==> config.mk <==
export PLATFORM = sky130hd
export DESIGN_NAME = ap_add_sequencer
export DESIGN_NICKNAME = d
export VERILOG_FILES = /design/src/rtl/ap_pkg.sv /design/src/rtl/ap_add_pass_rom.sv /design/src/rtl/ap_add_sequencer.sv
export SDC_FILE = /design/constraint.sdc
export NUM_CORES = 1
export LEC_CHECK = 0
export ABC_AREA = 1
export CAP_MARGIN = 20
export CORE_MARGIN = 2
export CORE_UTILIZATION = 40
export CTS_BUF_LIST = sky130_fd_sc_hd__clkbuf_16
export DETAILED_ROUTE_END_ITERATION = 8
export SLEW_MARGIN = 20
export SYNTH_ARGS = -nofsm -noshare
export SYNTH_HDL_FRONTEND = slang
export SYNTH_SLANG_ARGS = --single-unit
export TNS_END_PERCENT = 5
==> constraint.sdc <==
create_clock -name clk -period 2.8 [get_ports clk]
set_input_delay 0.56 -clock clk [delete_from_list [all_inputs] [get_ports clk]]
set_output_delay 0.56 -clock clk [all_outputs]
set_load 0.01 [all_outputs]
==> src/rtl/ap_pkg.sv <==
// Shared types for the associative-processor ADD sequencer: FSM states,
// array input_mode encodings and the per-pass compare/flip record.
package ap_pkg;

    typedef enum logic [3:0] {
        S_IDLE,
        S_CLR_CMP,
        S_CLR_WR,
        S_CMP0,
        S_CMP1,
        S_CMP2,
        S_WR,
        S_OVF,
        S_ERR,
        S_DONE
    } state_t;

    localparam logic [2:0] MODE_COMPUTE   = 3'd0;
    localparam logic [2:0] MODE_ROW_X_ROW = 3'd1;
    localparam logic [2:0] MODE_COL_X_COL = 3'd2;
    localparam logic [2:0] MODE_COPY_B    = 3'd3;
    localparam logic [2:0] MODE_COPY_R    = 3'd4;
    localparam logic [2:0] MODE_COPY_A    = 3'd5;

    // pattern bits are {C, B, A}; flip_b/flip_c select the columns rewritten on a match
    typedef struct packed {
        logic [2:0] pattern;
        logic       flip_b;
        logic       flip_c;
    } pass_t;

endpackage

==> src/rtl/ap_add_pass_rom.sv <==
// Truth table of the four bit-serial ADD passes, indexed by pass number.
import ap_pkg::*;

module ap_add_pass_rom (
    input  logic [1:0] pass_idx_i,
    output logic [2:0] pattern_o,
    output logic       flip_b_o,
    output logic       flip_c_o
);

    pass_t entry;

    // Ordered so a row rewritten by one pass can never match a later pass of the same bit
    always_comb begin
        case (pass_idx_i)
            2'd0:    entry = '{pattern: 3'b011, flip_b: 1'b1, flip_c: 1'b1};
            2'd1:    entry = '{pattern: 3'b001, flip_b: 1'b1, flip_c: 1'b0};
            2'd2:    entry = '{pattern: 3'b100, flip_b: 1'b1, flip_c: 1'b1};
            default: entry = '{pattern: 3'b110, flip_b: 1'b1, flip_c: 1'b0};
        endcase
    end

    assign pattern_o = entry.pattern;
    assign flip_b_o  = entry.flip_b;
    assign flip_c_o  = entry.flip_c;

endmodule

==> src/rtl/ap_add_sequencer.sv <==
// In-place bit-serial B <= A + B over all CAM rows via compare/write passes.
// Define AP_SEQ_OVF_EN to add the final-carry OVF state and the ovf output.
import ap_pkg::*;

module ap_add_sequencer #(
    parameter int DATA_WIDTH     = 8,
    parameter int DATA_DEPTH     = 16,
    parameter int COL_ADDR_WIDTH = 3
) (
    input  logic                      clk,
    input  logic                      rstIn,
    input  logic                      cmd_valid,
    output logic                      cmd_ready,
    input  logic [COL_ADDR_WIDTH-1:0] cmd_col_a,
    input  logic [COL_ADDR_WIDTH-1:0] cmd_col_b,
    input  logic [COL_ADDR_WIDTH-1:0] cmd_col_c,
    input  logic [COL_ADDR_WIDTH-1:0] cmd_nbits,
    input  logic [DATA_DEPTH-1:0]     tag_row,
    output logic [DATA_WIDTH-1:0]     mask,
    output logic                      key,
    output logic [DATA_DEPTH-1:0]     tag,
    output logic [2:0]                input_mode,
    output logic                      busy,
    output logic                      done,
`ifdef AP_SEQ_OVF_EN
    output logic                      ovf,
`endif
    output logic                      err
);

    localparam int SUM_W = COL_ADDR_WIDTH + 1;
    localparam logic [SUM_W-1:0] WIDTH_LIM = SUM_W'(DATA_WIDTH);

    function automatic logic [DATA_WIDTH-1:0] onehot(input logic [SUM_W-1:0] idx);
        return DATA_WIDTH'(1) << idx;
    endfunction

    state_t                    state_q;
    logic [COL_ADDR_WIDTH-1:0] col_a_q, col_b_q, col_c_q, nbits_q, bit_q, bit_d;
    logic [1:0]                pass_q, romIdx;
    logic [DATA_DEPTH-1:0]     acc_q, tag_q;
    logic [DATA_WIDTH-1:0]     mask_q, flipMask, endMask;
    logic                      key_q, busy_q, done_q, err_q, ready_q, endKey, endDone;
    logic [SUM_W-1:0]          aEnd, bEnd, cmdC, aIdx, bIdx, cIdx;
    logic                      illegal;
    logic [2:0]                romPattern;
    logic                      romFlipB, romFlipC;
    state_t                    endState;
`ifdef AP_SEQ_OVF_EN
    logic                      ovf_q;
`endif

    // Entering CMP0 from WR needs the following pass's key, so look one entry ahead
    assign romIdx = (state_q == S_WR) ? pass_q + 2'd1 : pass_q;

    ap_add_pass_rom u_rom (
        .pass_idx_i (romIdx),
        .pattern_o  (romPattern),
        .flip_b_o   (romFlipB),
        .flip_c_o   (romFlipC)
    );

    always_comb begin
        aEnd    = {1'b0, cmd_col_a} + {1'b0, cmd_nbits};
        bEnd    = {1'b0, cmd_col_b} + {1'b0, cmd_nbits};
        cmdC    = {1'b0, cmd_col_c};
        illegal = (aEnd > WIDTH_LIM) || (bEnd > WIDTH_LIM) ||
                  ((cmdC >= {1'b0, cmd_col_a}) && (cmdC < aEnd)) ||
                  ((cmdC >= {1'b0, cmd_col_b}) && (cmdC < bEnd));
        aIdx     = {1'b0, col_a_q} + {1'b0, bit_q};
        bIdx     = {1'b0, col_b_q} + {1'b0, bit_q};
        cIdx     = {1'b0, col_c_q};
        bit_d    = bit_q + COL_ADDR_WIDTH'(1);
        flipMask = (romFlipB ? onehot(bIdx) : '0) | (romFlipC ? onehot(cIdx) : '0);
    end

`ifdef AP_SEQ_OVF_EN
    assign endState = S_OVF;
    assign endMask  = onehot(cIdx);
    assign endKey   = 1'b1;
    assign endDone  = 1'b0;
`else
    assign endState = S_DONE;
    assign endMask  = '0;
    assign endKey   = 1'b0;
    assign endDone  = 1'b1;
`endif

    // Outputs are registered for the state being entered; tag is only non-zero in write cycles
    always_ff @(posedge clk) begin
        if (rstIn) begin
            state_q <= S_IDLE;
            col_a_q <= '0;
            col_b_q <= '0;
            col_c_q <= '0;
            nbits_q <= '0;
            bit_q   <= '0;
            pass_q  <= '0;
            acc_q   <= '0;
            tag_q   <= '0;
            mask_q  <= '0;
            key_q   <= 1'b0;
            busy_q  <= 1'b0;
            done_q  <= 1'b0;
            err_q   <= 1'b0;
            ready_q <= 1'b1;
`ifdef AP_SEQ_OVF_EN
            ovf_q   <= 1'b0;
`endif
        end else begin
            done_q <= 1'b0;
            tag_q  <= '0;
            case (state_q)
                S_IDLE: begin
                    if (cmd_valid) begin
                        col_a_q <= cmd_col_a;
                        col_b_q <= cmd_col_b;
                        col_c_q <= cmd_col_c;
                        nbits_q <= cmd_nbits;
                        bit_q   <= '0;
                        pass_q  <= '0;
                        busy_q  <= 1'b1;
                        ready_q <= 1'b0;
                        err_q   <= 1'b0;
`ifdef AP_SEQ_OVF_EN
                        ovf_q   <= 1'b0;
`endif
                        if (illegal) begin
                            state_q <= S_ERR;
                            mask_q  <= '0;
                            key_q   <= 1'b0;
                        end else begin
                            state_q <= S_CLR_CMP;
                            mask_q  <= onehot(cmdC);
                            key_q   <= 1'b1;
                        end
                    end
                end
                S_CLR_CMP: begin
                    acc_q   <= tag_row;
                    tag_q   <= tag_row;
                    mask_q  <= onehot(cIdx);
                    key_q   <= 1'b0;
                    state_q <= S_CLR_WR;
                end
                S_CLR_WR: begin
                    acc_q <= '1;
                    if (nbits_q == '0) begin
                        state_q <= endState;
                        mask_q  <= endMask;
                        key_q   <= endKey;
                        done_q  <= endDone;
                    end else begin
                        state_q <= S_CMP0;
                        mask_q  <= onehot(cIdx);
                        key_q   <= romPattern[2];
                    end
                end
                S_CMP0: begin
                    acc_q   <= acc_q & tag_row;
                    mask_q  <= onehot(bIdx);
                    key_q   <= romPattern[1];
                    state_q <= S_CMP1;
                end
                S_CMP1: begin
                    acc_q   <= acc_q & tag_row;
                    mask_q  <= onehot(aIdx);
                    key_q   <= romPattern[0];
                    state_q <= S_CMP2;
                end
                S_CMP2: begin
                    acc_q   <= acc_q & tag_row;
                    tag_q   <= acc_q & tag_row;
                    mask_q  <= flipMask;
                    key_q   <= 1'b0;
                    state_q <= S_WR;
                end
                S_WR: begin
                    acc_q  <= '1;
                    pass_q <= pass_q + 2'd1;
                    if (pass_q == 2'd3) begin
                        bit_q <= bit_d;
                    end
                    if ((pass_q == 2'd3) && (bit_d == nbits_q)) begin
                        state_q <= endState;
                        mask_q  <= endMask;
                        key_q   <= endKey;
                        done_q  <= endDone;
                    end else begin
                        state_q <= S_CMP0;
                        mask_q  <= onehot(cIdx);
                        key_q   <= romPattern[2];
                    end
                end
`ifdef AP_SEQ_OVF_EN
                S_OVF: begin
                    ovf_q   <= |tag_row;
                    mask_q  <= '0;
                    key_q   <= 1'b0;
                    done_q  <= 1'b1;
                    state_q <= S_DONE;
                end
`endif
                S_ERR: begin
                    err_q   <= 1'b1;
                    done_q  <= 1'b1;
                    state_q <= S_DONE;
                end
                S_DONE: begin
                    busy_q  <= 1'b0;
                    ready_q <= 1'b1;
                    err_q   <= 1'b0;
                    mask_q  <= '0;
                    key_q   <= 1'b0;
                    state_q <= S_IDLE;
                end
                default: begin
                    state_q <= S_IDLE;
                    busy_q  <= 1'b0;
                    ready_q <= 1'b1;
                    mask_q  <= '0;
                    key_q   <= 1'b0;
                end
            endcase
        end
    end

    assign cmd_ready  = ready_q;
    assign mask       = mask_q;
    assign key        = key_q;
    assign tag        = tag_q;
    assign input_mode = MODE_COMPUTE;
    assign busy       = busy_q;
    assign done       = done_q;
    assign err        = err_q;
`ifdef AP_SEQ_OVF_EN
    assign ovf        = ovf_q;
`endif

endmodule

==> qor.json <==
{
  "run_status": {"value": "finished clean"},
  "path_clk_slew": {"value": 0.06, "unit": "ns"},
  "vdd_drop_max": {"value": 324, "unit": "uV"},
  "cts-resized-gates": {"value": 0},
  "path_cells": {"value": "clkdlybuf4s50_1, ha_2, fa_1, inv_1, ha_1, nand2_1, nand2_1, nand3_1, nand3_2, nand2_2, nor2_2, nand3_1, nand2_1, nand2_1, a21oi_1"},
  "ant_nets": {"value": 0},
  "max_clock_freq": {"value": 382, "unit": "MHz"},
  "insertion_delay_of_the_later_clocked_pin_in_the_worst_skew_pair": {"value": 0.33, "unit": "ns"},
  "cpPeakStageDelay": {"value": 0.50, "unit": "ns"},
  "crit_path_start_kind": {"value": "input pin"},
  "finalClockSkew": {"value": 0.00379, "unit": "ns"},
  "cts_tree": {"value": "built"},
  "cellInternalPower": {"value": 0.00240, "unit": "W"},
  "h-tree-depth": {"value": 3},
  "detailedPlace.worstSlack": {"value": -0.219, "unit": "ns"},
  "grt_max_degree": {"value": 39},
  "relSlewSlack": {"value": 0.592},
  "holdBufCountCts": {"value": 0},
  "yosys_warnings": {"value": 0},
  "drv_slew": {"value": 0},
  "largest_driver_fanout_on_the_critical_path": {"value": 4},
  "final_net_count": {"value": 655},
  "hold_ws": {"value": 0.465, "unit": "ns"},
  "globalRouteOverflowTotal": {"value": 0},
  "drt_wl_total": {"value": 9260, "unit": "um"},
  "holdCritPathClass": {"value": "flop to flop"},
  "chipHeight": {"value": 102, "unit": "um"},
  "postCtsSetupBuffers": {"value": 0},
  "p_switching": {"value": 0.00134, "unit": "W"},
  "layout_setup_ws": {"value": 0.179, "unit": "ns"},
  "post_route_cells_drive_above_1_share": {"value": 0.111},
  "path_delay_family": {"value": "adder cells"},
  "synthesis.instances": {"value": 520},
  "portBuffers": {"value": 59},
  "fin_crit_sh": {"value": 0.936},
  "grt_pass1_wl": {"value": 15100, "unit": "um"},
  "clock-root-buffer": {"value": "sky130_fd_sc_hd__clkbuf_16"},
  "mostFrequentLayoutCells": {"value": "sky130_fd_sc_hd__nand2_1, sky130_fd_sc_hd__inv_1, sky130_fd_sc_hd__dfxtp_1"},
  "floorplan.die_area": {"value": 10400, "unit": "um^2"},
  "tritoncts_num_sinks": {"value": 66},
  "cp.buffers_inverters": {"value": 2},
  "post_dp_cell_area": {"value": 4630, "unit": "um^2"},
  "cp_data_required_time": {"value": 3.06, "unit": "ns"},
  "drt_drc": {"value": 0},
  "drt_pass1_iterations": {"value": 4},
  "fp.dieW": {"value": 102, "unit": "um"},
  "drtIter0Drc": {"value": 131},
  "criticalPathCategory": {"value": "input pin to flop"},
  "syn2layout_area_growth": {"value": 29.4, "unit": "%"},
  "rows": {"value": 35},
  "antenna_found_initial": {"value": 0},
  "via_per_inst": {"value": 4.99},
  "finalHoldViolations": {"value": 0},
  "hpwlAfterDp": {"value": 6950, "unit": "um"},
  "final_setup_vio_count": {"value": 0},
  "num_antenna_cells": {"value": 0},
  "finalCriticalPeriod": {"value": 2.62, "unit": "ns"},
  "place.gp.congestion": {"value": 0.864},
  "synth_enable_flop_cells": {"value": 0},
  "fin_area": {"value": 4980, "unit": "um^2"},
  "clockPowerShare": {"value": 0.324},
  "worst_ep_arrival": {"value": 2.88, "unit": "ns"},
  "power_per_standard_cell_area": {"value": 750, "unit": "nW/um^2"},
  "gr-usage-all-layers": {"value": 0.184},
  "pwr-share-seq": {"value": 0.346},
  "routed_wire_length_per_instance": {"value": 12.8, "unit": "um"},
  "synth_flop_cell": {"value": "sky130_fd_sc_hd__dfxtp_1"},
  "cts-buffers-inserted": {"value": 9},
  "timing.reg2reg.setup_slack": {"value": 0.38, "unit": "ns"},
  "cap_viol_max_count": {"value": 0},
  "synth.lib_cells_used.distinct": {"value": 41},
  "syn-mean-instance-area": {"value": 7.40, "unit": "um^2"},
  "finalCoreUtilization": {"value": 0.537},
  "netlist_area": {"value": 3850, "unit": "um^2"},
  "design_power_total": {"value": 0.00374, "unit": "W"},
  "start_util": {"value": 0.415},
  "unrepaired_setup_endpoints_after_global_routing": {"value": "false"},
  "synth_register_bits": {"value": 66},
  "critical-path-slowest-cell": {"value": "sky130_fd_sc_hd__fa_1"},
  "layout_commonest_cell": {"value": "sky130_fd_sc_hd__nand2_1"},
  "kind_of_end_point_of_the_critical_path": {"value": "flop"},
  "combPwrFrac": {"value": 0.330},
  "synth_seq_area_share": {"value": 0.343},
  "cts.path.max_buffers": {"value": 2},
  "placeableCoreArea": {"value": 9280, "unit": "um^2"},
  "dr_total_vias": {"value": 3619},
  "ios": {"value": 63},
  "power.leakage": {"value": 2.11, "unit": "nW"},
  "timing_worst_slew_pin_value": {"value": 0.610, "unit": "ns"},
  "number_of_global_route_vias_before_repair": {"value": 3344},
  "cell_seen_most_often_among_critical_path_stages": {"value": "sky130_fd_sc_hd__nand2_1"},
  "synth-async-reset-ratio": {"value": 0},
  "power_switching_share": {"value": 0.358}
}
-- layout make-up --
type,instances,area [um^2]
fill,849,4300
multi-input combinational,364,2190
sequential,66,1320
timing repair buffer,73,698
inverter,77,289
clock buffer,9,225
tap,129,161
clock inverter,7,93.8
-- per-stage QoR --
| step | setup TNS [ns] | std cells |
|---|---|---|
| 6_report | 0 | 725 |
| 5_1_grt | 0 | 725 |
| 4_1_cts | 0 | 724 |
| 3_5_place_dp | -2.28 | 708 |
| 3_3_place_gp | -2.10 | 708 |
| 2_1_floorplan | 0 | 522 |
-- worst register-to-register path, delay by kind of cell, from the launching register on --
| family | cells | cell delay [ns] |
|---|---|---|
| AO/OA/AOI/OAI | 3 | 0.53 |
| flip-flops | 1 | 0.43 |
| buffers and inverters | 2 | 0.16 |
| adder cells (fa/ha/maj) | 2 | 0.54 |
| AND/OR/NAND/NOR | 5 | 0.63 |
-- worst paths after layout --
path | startpoint | to | cells past startpoint
worst min-delay path | mask[3]$_SDFFE_PP0P_ | mask[3]$_SDFFE_PP0P_ | 2
worst min register to register | mask[3]$_SDFFE_PP0P_ | mask[3]$_SDFFE_PP0P_ | 2
worst max register to register | state_q[2]$_SDFFE_PP0P_ | mask[1]$_SDFFE_PP0P_ | 12
worst max-delay path | cmd_col_b[0] | mask[1]$_SDFFE_PP0P_ | 15
-- synth_stat cells (5+ instances only) --
library cell               count  share of area
sky130_fd_sc_hd__a21oi_1      41          0.053
sky130_fd_sc_hd__a221oi_1      5          0.011
sky130_fd_sc_hd__a221oi_2     10          0.039
sky130_fd_sc_hd__clkbuf_1      7         0.0068
sky130_fd_sc_hd__dfxtp_1      66           0.34
sky130_fd_sc_hd__ha_1         29          0.094
sky130_fd_sc_hd__inv_1        73          0.071
sky130_fd_sc_hd__nand2_1     101          0.098
sky130_fd_sc_hd__nand3_1      28          0.036
sky130_fd_sc_hd__nor2_1       32          0.031
sky130_fd_sc_hd__nor3_1       22          0.029
sky130_fd_sc_hd__o21ai_0      55          0.071
-- state kept, by name (all words and copies together), names as in the netlist, 4 cells and up --
name,flops
acc_q,16
tag,16
mask,8
state_q,4
-- power groups by stage --
stage | clock network (W) | registers, W | logic, W
4_1_cts | 0.00123 | 0.00130 | 0.00123
6_report | 0.00121 | 0.00129 | 0.00123
2_1_floorplan | 0 | 0.00131 | 0.000862
5_1_grt | 0.00126 | 0.00132 | 0.00140
3_5_place_dp | 0 | 0.00131 | 0.00123
3_3_place_gp | 0 | 0.00131 | 0.00121
-- layer usage --
| metal | GRT usage | vias up | routed length, um |
|---|---|---|---|
| li1 | - | 1873 | - |
| met1 | 0.217 | 1649 | 4100 |
| met2 | 0.322 | 76 | 4460 |
| met3 | 0.0280 | 21 | 389 |
| met4 | 0.0985 | 0 | 312 |
| met5 | 0 | - | 0 |
-- cell families after synthesis --
| logic type | Yosys count | share of synthesized area |
|---|---|---|
| AO/OA/AOI/OAI | 122 | 0.201 |
| XOR/XNOR | 3 | 0.00683 |
| adder cells (fa/ha/maj) | 33 | 0.115 |
| buffers and inverters | 93 | 0.0972 |
| flip-flops | 66 | 0.343 |
| other | 1 | 0.000974 |
| AND/OR/NAND/NOR | 202 | 0.236 |
No activity file was read; power rests on OpenSTA's default activity.
